===== src/rtl/aes_xfer_controller.sv =====
// aes_xfer_controller: moves a job of 128-bit blocks from memory through an
// AES core and back. Each block is read as four 32-bit words, ciphered, and
// written back as four 32-bit words.
// Ports:
//   hclk, hrst          clock and asynchronous active-low reset
//   start, abort        job launch pulse and level cancel request
//   src_addr, dst_addr  byte addresses of the first source/destination word
//   num_blocks          block count of the job
//   bus_*               word-transfer handshake toward the AHB master
//   aes_*               cipher launch/result handshake
//   busy, done, error   job status (done is a pulse, error is sticky)
//   blocks_done         blocks fully stored in the current/last job
module aes_xfer_controller #(
  parameter int unsigned CNT_W = 16
) (
  input  logic              hclk,
  input  logic              hrst,
  input  logic              start,
  input  logic              abort,
  input  logic [31:0]       src_addr,
  input  logic [31:0]       dst_addr,
  input  logic [CNT_W-1:0]  num_blocks,
  output logic              bus_req,
  output logic              bus_write,
  output logic [31:0]       bus_addr,
  output logic [31:0]       bus_wdata,
  input  logic              bus_ack,
  input  logic [31:0]       bus_rdata,
  input  logic              bus_err,
  output logic              aes_start,
  output logic [127:0]      aes_din,
  input  logic              aes_done,
  input  logic [127:0]      aes_dout,
  output logic              busy,
  output logic              done,
  output logic              error,
  output logic [CNT_W-1:0]  blocks_done
);

  localparam int unsigned ADDR_W = 32;
  localparam int unsigned WORD_W = 32;
  localparam int unsigned BLK_W  = 128;
  localparam int unsigned IDX_W  = 2;
  localparam logic [ADDR_W-1:0] WORD_BYTES = ADDR_W'(4);
  localparam logic [IDX_W-1:0]  LAST_IDX   = IDX_W'(3);

  typedef enum logic [2:0] {IDLE, FETCH, CIPHER, WAIT_AES, STORE} state_t;

  state_t             state_q, state_d;
  logic [ADDR_W-1:0]  src_ptr_q, src_ptr_d;
  logic [ADDR_W-1:0]  dst_ptr_q, dst_ptr_d;
  logic [CNT_W-1:0]   count_q, count_d;
  logic [IDX_W-1:0]   idx_q, idx_d;
  logic [BLK_W-1:0]   result_q, result_d;

  logic               bus_req_d, bus_write_d, aes_start_d;
  logic               busy_d, done_d, error_d;
  logic [ADDR_W-1:0]  bus_addr_d;
  logic [WORD_W-1:0]  bus_wdata_d;
  logic [BLK_W-1:0]   aes_din_d;
  logic [CNT_W-1:0]   blocks_done_d;

  logic               ack_c;
  logic               stop_c;
  logic [CNT_W-1:0]   bd_inc_c;

  // Word 0 is the most significant 32 bits of a block.
  function automatic logic [WORD_W-1:0] blk_word(input logic [BLK_W-1:0] blk,
                                                 input logic [IDX_W-1:0] idx);
    logic [WORD_W-1:0] w;
    case (idx)
      2'd0:    w = blk[127:96];
      2'd1:    w = blk[95:64];
      2'd2:    w = blk[63:32];
      default: w = blk[31:0];
    endcase
    return w;
  endfunction

  function automatic logic [BLK_W-1:0] blk_put(input logic [BLK_W-1:0]  blk,
                                               input logic [IDX_W-1:0]  idx,
                                               input logic [WORD_W-1:0] w);
    logic [BLK_W-1:0] r;
    r = blk;
    case (idx)
      2'd0:    r[127:96] = w;
      2'd1:    r[95:64]  = w;
      2'd2:    r[63:32]  = w;
      default: r[31:0]   = w;
    endcase
    return r;
  endfunction

  // An ack only counts while a request is outstanding.
  assign ack_c    = bus_req & bus_ack;
  // Error and abort share the same exit; error wins trivially since both set error.
  assign stop_c   = bus_err | abort;
  assign bd_inc_c = blocks_done + CNT_W'(1);

  // State register.
  always_ff @(posedge hclk or negedge hrst) begin
    if (!hrst) state_q <= IDLE;
    else       state_q <= state_d;
  end

  // Next state and next values of all registered outputs and datapath.
  always_comb begin
    state_d       = state_q;
    src_ptr_d     = src_ptr_q;
    dst_ptr_d     = dst_ptr_q;
    count_d       = count_q;
    idx_d         = idx_q;
    result_d      = result_q;
    bus_req_d     = bus_req;
    bus_write_d   = bus_write;
    bus_addr_d    = bus_addr;
    bus_wdata_d   = bus_wdata;
    aes_din_d     = aes_din;
    blocks_done_d = blocks_done;
    error_d       = error;
    aes_start_d   = 1'b0;
    done_d        = 1'b0;

    case (state_q)
      IDLE: begin
        if (start) begin
          error_d = 1'b0;
          if (num_blocks == '0) begin
            done_d = 1'b1;
          end else begin
            src_ptr_d     = src_addr;
            dst_ptr_d     = dst_addr;
            count_d       = num_blocks;
            blocks_done_d = '0;
            idx_d         = '0;
            bus_req_d     = 1'b1;
            bus_write_d   = 1'b0;
            bus_addr_d    = src_addr;
            state_d       = FETCH;
          end
        end
      end

      FETCH: begin
        if (ack_c) begin
          bus_req_d = 1'b0;
          if (stop_c) begin
            error_d = 1'b1;
            state_d = IDLE;
          end else begin
            aes_din_d = blk_put(aes_din, idx_q, bus_rdata);
            src_ptr_d = src_ptr_q + WORD_BYTES;
            idx_d     = idx_q + IDX_W'(1);
            if (idx_q == LAST_IDX) begin
              aes_start_d = 1'b1;
              state_d     = CIPHER;
            end
          end
        end else if (!bus_req) begin
          // Re-request after the mandatory idle cycle following an ack.
          bus_req_d   = 1'b1;
          bus_write_d = 1'b0;
          bus_addr_d  = src_ptr_q;
        end
      end

      CIPHER: begin
        state_d = WAIT_AES;
      end

      WAIT_AES: begin
        if (aes_done) begin
          if (abort) begin
            error_d = 1'b1;
            state_d = IDLE;
          end else begin
            result_d    = aes_dout;
            idx_d       = '0;
            bus_req_d   = 1'b1;
            bus_write_d = 1'b1;
            bus_addr_d  = dst_ptr_q;
            bus_wdata_d = aes_dout[127:96];
            state_d     = STORE;
          end
        end
      end

      STORE: begin
        if (ack_c) begin
          bus_req_d = 1'b0;
          if (stop_c) begin
            error_d = 1'b1;
            state_d = IDLE;
          end else begin
            dst_ptr_d = dst_ptr_q + WORD_BYTES;
            idx_d     = idx_q + IDX_W'(1);
            if (idx_q == LAST_IDX) begin
              blocks_done_d = bd_inc_c;
              if (bd_inc_c == count_q) begin
                done_d  = 1'b1;
                state_d = IDLE;
              end else begin
                state_d = FETCH;
              end
            end
          end
        end else if (!bus_req) begin
          bus_req_d   = 1'b1;
          bus_write_d = 1'b1;
          bus_addr_d  = dst_ptr_q;
          bus_wdata_d = blk_word(result_q, idx_q);
        end
      end

      default: state_d = IDLE;
    endcase

    busy_d = (state_d != IDLE);
  end

  // Datapath and output registers.
  always_ff @(posedge hclk or negedge hrst) begin
    if (!hrst) begin
      src_ptr_q   <= '0;
      dst_ptr_q   <= '0;
      count_q     <= '0;
      idx_q       <= '0;
      result_q    <= '0;
      bus_req     <= 1'b0;
      bus_write   <= 1'b0;
      bus_addr    <= '0;
      bus_wdata   <= '0;
      aes_start   <= 1'b0;
      aes_din     <= '0;
      busy        <= 1'b0;
      done        <= 1'b0;
      error       <= 1'b0;
      blocks_done <= '0;
    end else begin
      src_ptr_q   <= src_ptr_d;
      dst_ptr_q   <= dst_ptr_d;
      count_q     <= count_d;
      idx_q       <= idx_d;
      result_q    <= result_d;
      bus_req     <= bus_req_d;
      bus_write   <= bus_write_d;
      bus_addr    <= bus_addr_d;
      bus_wdata   <= bus_wdata_d;
      aes_start   <= aes_start_d;
      aes_din     <= aes_din_d;
      busy        <= busy_d;
      done        <= done_d;
      error       <= error_d;
      blocks_done <= blocks_done_d;
    end
  end

endmodule

===== config.mk =====
export PLATFORM = sky130hd
export DESIGN_NAME = aes_xfer_controller
export DESIGN_NICKNAME = d
export VERILOG_FILES = /design/src/rtl/aes_xfer_controller.sv
export SDC_FILE = /design/constraint.sdc
export NUM_CORES = 1
export LEC_CHECK = 0
export CAP_MARGIN = 0
export CORE_MARGIN = 4
export CORE_UTILIZATION = 55
export CTS_CLUSTER_DIAMETER = 50
export DETAILED_ROUTE_END_ITERATION = 6
export HOLD_SLACK_MARGIN = 0.03
export PLACE_DENSITY = 0.91
export SYNTH_ARGS = -nofsm -noshare
export SYNTH_HDL_FRONTEND = slang
export SYNTH_SLANG_ARGS = --single-unit

===== constraint.sdc =====
create_clock -name hclk -period 5 [get_ports hclk]
set_clock_uncertainty 0.1 [all_clocks]
set_input_delay 1 -clock hclk [delete_from_list [all_inputs] [get_ports hclk]]
set_output_delay 1 -clock hclk [all_outputs]
set_load 0.03 [all_outputs]

Yosys cells after proc, flatten, opt, wreduce, memory -nomap -nowiden
Index checks and enable logic that the tools add are counted.
Widths: inputs -> output; s select.
{"block": "classes", "reduce_logical": 25, "n_addsub": 4, "eq_ne": 25, "muxes": 78, "bitwise": 6}
{"cell": "$mux 32", "n": 18}
{"cell": "$pmux 32 s2", "n": 3}
{"cell": "$pmux 32 s4", "n": 1}
{"cell": "$pmux 32 s3", "n": 1}
{"cell": "$mux 16", "n": 5}
{"cell": "$add 32x3->32 const B", "n": 2}
{"cell": "$pmux 16 s2", "n": 1}
{"cell": "$mux 3", "n": 10}
{"cell": "$ne 2x2->1 const B", "n": 15}
{"cell": "$mux 1", "n": 27}
{"cell": "$reduce_and 5->1", "n": 4}
{"cell": "$add 16x1->16 const B", "n": 1}
{"cell": "$eq 16x16->1", "n": 1}
{"cell": "$logic_not 16->1", "n": 1}
{"cell": "$reduce_and 4->1", "n": 4}
{"cell": "$pmux 3 s5", "n": 1}
{"cell": "$mux 2", "n": 6}
{"cell": "$reduce_and 6->1", "n": 2}
{"cell": "$reduce_and 9->1", "n": 1}
{"cell": "$reduce_and 7->1", "n": 1}
{"cell": "$eq 3x2->1 const B", "n": 2}
{"cell": "$pmux 1 s3", "n": 2}
{"cell": "$pmux 2 s3", "n": 1}
{"cell": "$reduce_and 3->1", "n": 2}
{"cell": "other kinds (18)", "n": 26}
{"block": "word_totals", "register_bits": 427, "in_bits": 247, "out_inout_bits": 214}

Longest topological paths before layout
{"block": "depth", "ltp_word": 8, "depth_mapped": 10, "mapped_depth_nobuf": 8}

Worst setup path after synthesis
No wires, ideal clock.
{"block": "synth_timing", "path_kind": "input -> register", "start": "input port abort", "end": "register blocks_done[3]", "required_time_ns": 4.760, "setup_slack_ns": 2.408, "stages": 9, "arrival_time_ns": 2.352, "path_buffers": 3, "path_cell_list": "and4bb_2 and3_1 buf_2 and2_1 buf_4 a21oi_2 buf_2 o21ai_0 o31ai_1"}
{"block": "synth_between", "elab_chain_len": 3}
{"item": "start: declaration", "line": "19", "rtl": "input logic abort,"}
{"item": "$or 1x1->1", "line": "97", "rtl": "assign stop_c = bus_err | abort;"}
{"item": "$ne 2x2->1 (no source line)"}
{"item": "$reduce_and 6->1 (no source line)"}
{"item": "end signal: assignment", "line": "254", "rtl": "blocks_done <= blocks_done_d;"}
{"item": "end: declaration", "line": "37", "rtl": "output logic [CNT_W-1:0] blocks_done"}
Every way passes these cells.
A chain may end at the register's enable or synchronous reset.

Worst setup path in the final report
{"block": "layout_timing", "start": "register state_q[1]", "end": "register bus_wdata[9]"}
{"block": "layout_between", "elab_chain_len": 3, "word_cells_on_any_way": 9, "classes_between": "eq/ne: 6; mux: 1; reduce/logical: 2"}
{"item": "start: declaration", "line": "49", "rtl": "state_t state_q, state_d;"}
{"item": "start signal: assignment", "line": "103", "rtl": "else state_q <= state_d;"}
{"item": "$eq 3x3->1 or $eq 3x2->1 (tied branches)", "line": "124", "rtl": "case (state_q)"}
{"item": "$ne 2x2->1 (no source line) or $reduce_bool 2->1 (tied branches)"}
{"item": "$reduce_and 5->1 (no source line)"}
{"item": "end signal: assignment", "line": "248", "rtl": "bus_wdata <= bus_wdata_d;"}
{"item": "end: declaration", "line": "26", "rtl": "output logic [31:0] bus_wdata,"}
Parallel ways exist; a longest one is shown, timed or not.

==> summary.txt <==
Setup path
  – CP max FO: 40
  – Startpoint types: flop
  – Crit path capture type: flop
  – CP cell instances: nor2_2, nand2_4, o22ai_4, buf_4, nor2_1, a21oi_1
  – Critical path required time: ~5.4 ns
  – Worst path arrival time: ~4.3 ns
  – Setup CP Type: reg -> reg
  – Critical-path top delay cell: nor2_2
  – Delay of the slowest critical-path stage: 0.85 ns

Finish
  – Fin nets: about 2500
  – Layout cells sized above 1: 0.1817
  – Synth-to-layout area growth: 32.87%
  – Sequential Area: between 10000 and 15000 um^2
  – Fill count: between 2000 and 2500
  – Multi-input logic area: ~8600 um^2

STA
  – Tcrit/Tclk final: 0.7779
  – Fin. max-slew vios: 0
  – Final setup fails: 0
  – Final Critical Period: around 3.9 ns
  – Total negative slack: 0 ns
  – Slew @ Worst Pin: 1.185 ns
  – Hold WS: approximately 0.36 ns
  – FMAX: 257.1 MHz
  – Final hold viol count: 0
  – Slew HR: 0.2071
  – RSZ-0062 raised after global routing: no

Logic synthesis
  – Distinct cell type count after synthesis: 75
  – Synthesized area: ~20000 um^2
  – Syn_nets: 2056
  – Asr flop ratio synth: 1.000
  – Synth Area per Inst: 11.04 um^2
  – Synth Warn #: 0
  – Post-synth EDFFs: 0
  – Sequential area share after synthesis: 0.5370
  – Predominant post-synthesis flop cell: dfrtp_1
  – Mapped Cells: around 1800
  – Synthesized flop and latch total: 427

Floorplan
  – Cell row count: 69
  – Die Area: 39290 um^2
  – Die H: between 150 and 200 um
  – Initial core utilization: 0.5581
  – # IOs: 461
  – Core area: between 30000 and 40000 um^2
  – Die span in x: 198.2 um

Routing
  – Routed Antenna Nets: 0
  – Drt total wl: 66.19 mm
  – Detailed Route Iter0 Violations: between 1500 and 2000
  – Vias: roughly 17000
  – Avg WL per Cell: ~24 um
  – First-pass iteration count of the detailed router: 7
  – Via density: around 6.3
  – Remaining DRCs: 1

Worst hold path
  – HP Class: in -> async

Clock network
  – Root Driver: clkbuf_16
  – Post-CTS sizing: 0
  – Num CTS Buffers: 46
  – Hold-fix buffer count after cts: 0
  – CTS tree: built
  – CTS max path bufs: 3
  – Post-CTS setup buffer count: 0
  – Reg clk slew, reported paths: 0.06 ns
  – Clock Latency Late Sink: 0.58 ns
  – H-Tree Depth: 2
  – Clock Sink Count: roughly 430

Outcome
  – Violated checks: design-rule violations
  – Outcome: complete, but fails checks

GRT
  – Final global-route overflow total: 0
  – Largest net degree at the start of global routing: between 100 and 150
  – First-pass GRT wire length: roughly 100 mm
  – Initial antenna violation count: 18
  – Total Routing Usage GR: 0.3273
  – Vias in the first global route: 17680

Power and ir drop
  – Max IR drop VDD: roughly 0.00043 V
  – Power per cell area: approximately 500 nW/um^2
  – Leak Pwr: 0.01168 uW

Place
  – Estimated wirelength of the detail-placed design: between 40 and 50 mm
  – I/O Buffers: 460
  – Routability cong.: ~0.9

Job
  – Number of max-cap violations: 0
==> where the power goes <==
part	leakage, uW	switching, uW	internal [uW]
combinational	0.00527	2640	1930
sequential	0.00563	789	4230
clock	0.000788	1470	2190
total	0.0117	4900	8340
==> per-layer routing <==
| layer | vias to the layer above | global-route usage | share of wire |
|---|---|---|---|
| met5 | - | 0 | 0.00056 |
| met4 | 8 | 0.1563 | 0.049 |
| met3 | 194 | 0.09239 | 0.10 |
| met2 | 1013 | 0.5407 | 0.49 |
| met1 | 8434 | 0.3989 | 0.36 |
| li1 | 7437 | - | - |
==> worst max-delay path: cells and delay by family, from the launching register on <==
family / cells / cell delay, ns
AOI/OAI and AO/OA: 2 / 1.00
DFF: 1 / 0.74
and+or+nand+nor: 3 / 1.36
buffers and inverters: 1 / 0.55
==> cell families (layout without fill, tap and decap cells) <==
family,count (synthesis),count (layout),share of synthesized area
mux,276,276,0.1561
buf+inv,145,578,0.03131
simple gates,439,439,0.1024
flops,427,427,0.5370
fa+ha+maj,7,7,0.004401
xor+xnor,18,18,0.008866
other cells,0,15,0
compound gates,490,490,0.1600
==> stage by stage <==
| stage | cell area (um^2) | std cells | util | worst slack (ns) | power [uW] |
|---|---|---|---|---|---|
| final | 26440 | 2711 | 0.7416 | 1.111 | 13240 |
| after global routing | 26440 | 2711 | 0.7416 | 0.9996 | 13780 |
| after CTS | 26400 | 2696 | 0.7405 | 1.214 | 13210 |
| after detailed placement | 24790 | 2612 | 0.6952 | 0.9497 | 9496 |
| after global placement | 24790 | 2612 | 0.6952 | 1.008 | 9289 |
| after floorplan | 19900 | 1802 | - | 2.408 | 7548 |
==> cells in the final DEF, fill, tap and decap left out, drive strengths merged, types with 27 or more instances in the layout <==
cell type / Yosys / routed
clkdlybuf4s50: 0 / 459
dfrtp: 427 / 427
mux2: 274 / 274
nor2: 194 / 194
a21oi: 178 / 178
nand2: 112 / 112
o21ai: 83 / 83
clkbuf: 71 / 65
nand3: 39 / 39
o22ai: 35 / 35
a222oi: 32 / 32
o31ai: 27 / 27
a22o: 27 / 27
==> path summary, 6_finish.rpt <==
path / startpoint / endpoint / slack, ns / depth (start not counted)
min in group hclk: bus_addr[17] / bus_addr[17] / 0.38 / 2
min reg2reg: bus_addr[17] / bus_addr[17] / 0.38 / 2
min: hrst / blocks_done[13] / 0.36 / 1
max: state_q[1] / bus_wdata[9] / 1.11 / 6
max reg2reg: state_q[1] / bus_wdata[9] / 1.11 / 6
max in group asynchronous: hrst / bus_addr[14] / 3.30 / 2
==> state kept, by name, summed over array words and instances (netlist names) <==
| name | cells |
|---|---|
| aes_din | 128 |
| aes_start | 1 |
| blocks_done | 16 |
| bus_addr | 32 |
| bus_req | 1 |
| bus_wdata | 32 |
| bus_write | 1 |
| busy | 1 |
| count_q | 16 |
| done | 1 |
| dst_ptr_q | 32 |
| error | 1 |
| idx_q | 2 |
| result_q | 128 |
| src_ptr_q | 32 |
| state_q | 3 |
==> final cells by class <==
| type | count | area share |
|---|---|---|
| Sequential cell | 427 | 0.4041 |
| Multi-Input combinational cell | 1230 | 0.3271 |
| Timing Repair Buffer | 484 | 0.1830 |
| Clock buffer | 65 | 0.05082 |
| Tap cell | 461 | 0.02182 |
| Clock inverter | 19 | 0.01022 |
| Inverter | 10 | 0.001420 |
| Antenna cell | 15 | 0.001420 |
==> cell usage after synthesis (7+ instances only) <==
master,number,share of area
o22a_1,10,0.0044
nor3_1,8,0.0020
and4_1,7,0.0031
o22ai_1,35,0.011
and2_1,7,0.0022
buf_1,10,0.0019
nand2_1,112,0.021
a21oi_1,176,0.044
a222oi_1,32,0.016
mux2_2,274,0.16
nor2_1,193,0.036
nand4_1,19,0.0060
nand3_1,38,0.0096
clkbuf_1,71,0.013
dfrtp_1,427,0.54
inv_1,10,0.0019
a31oi_1,10,0.0031
a21o_1,9,0.0034
xnor2_1,14,0.0062
a22o_1,27,0.012
and3_1,19,0.0060
o31ai_1,27,0.010
a221oi_1,15,0.0066
a22oi_1,20,0.0075
ha_1,7,0.0044
o21ai_0,82,0.021
buf_2,51,0.013
No activity file was read; power rests on OpenSTA's default activity.
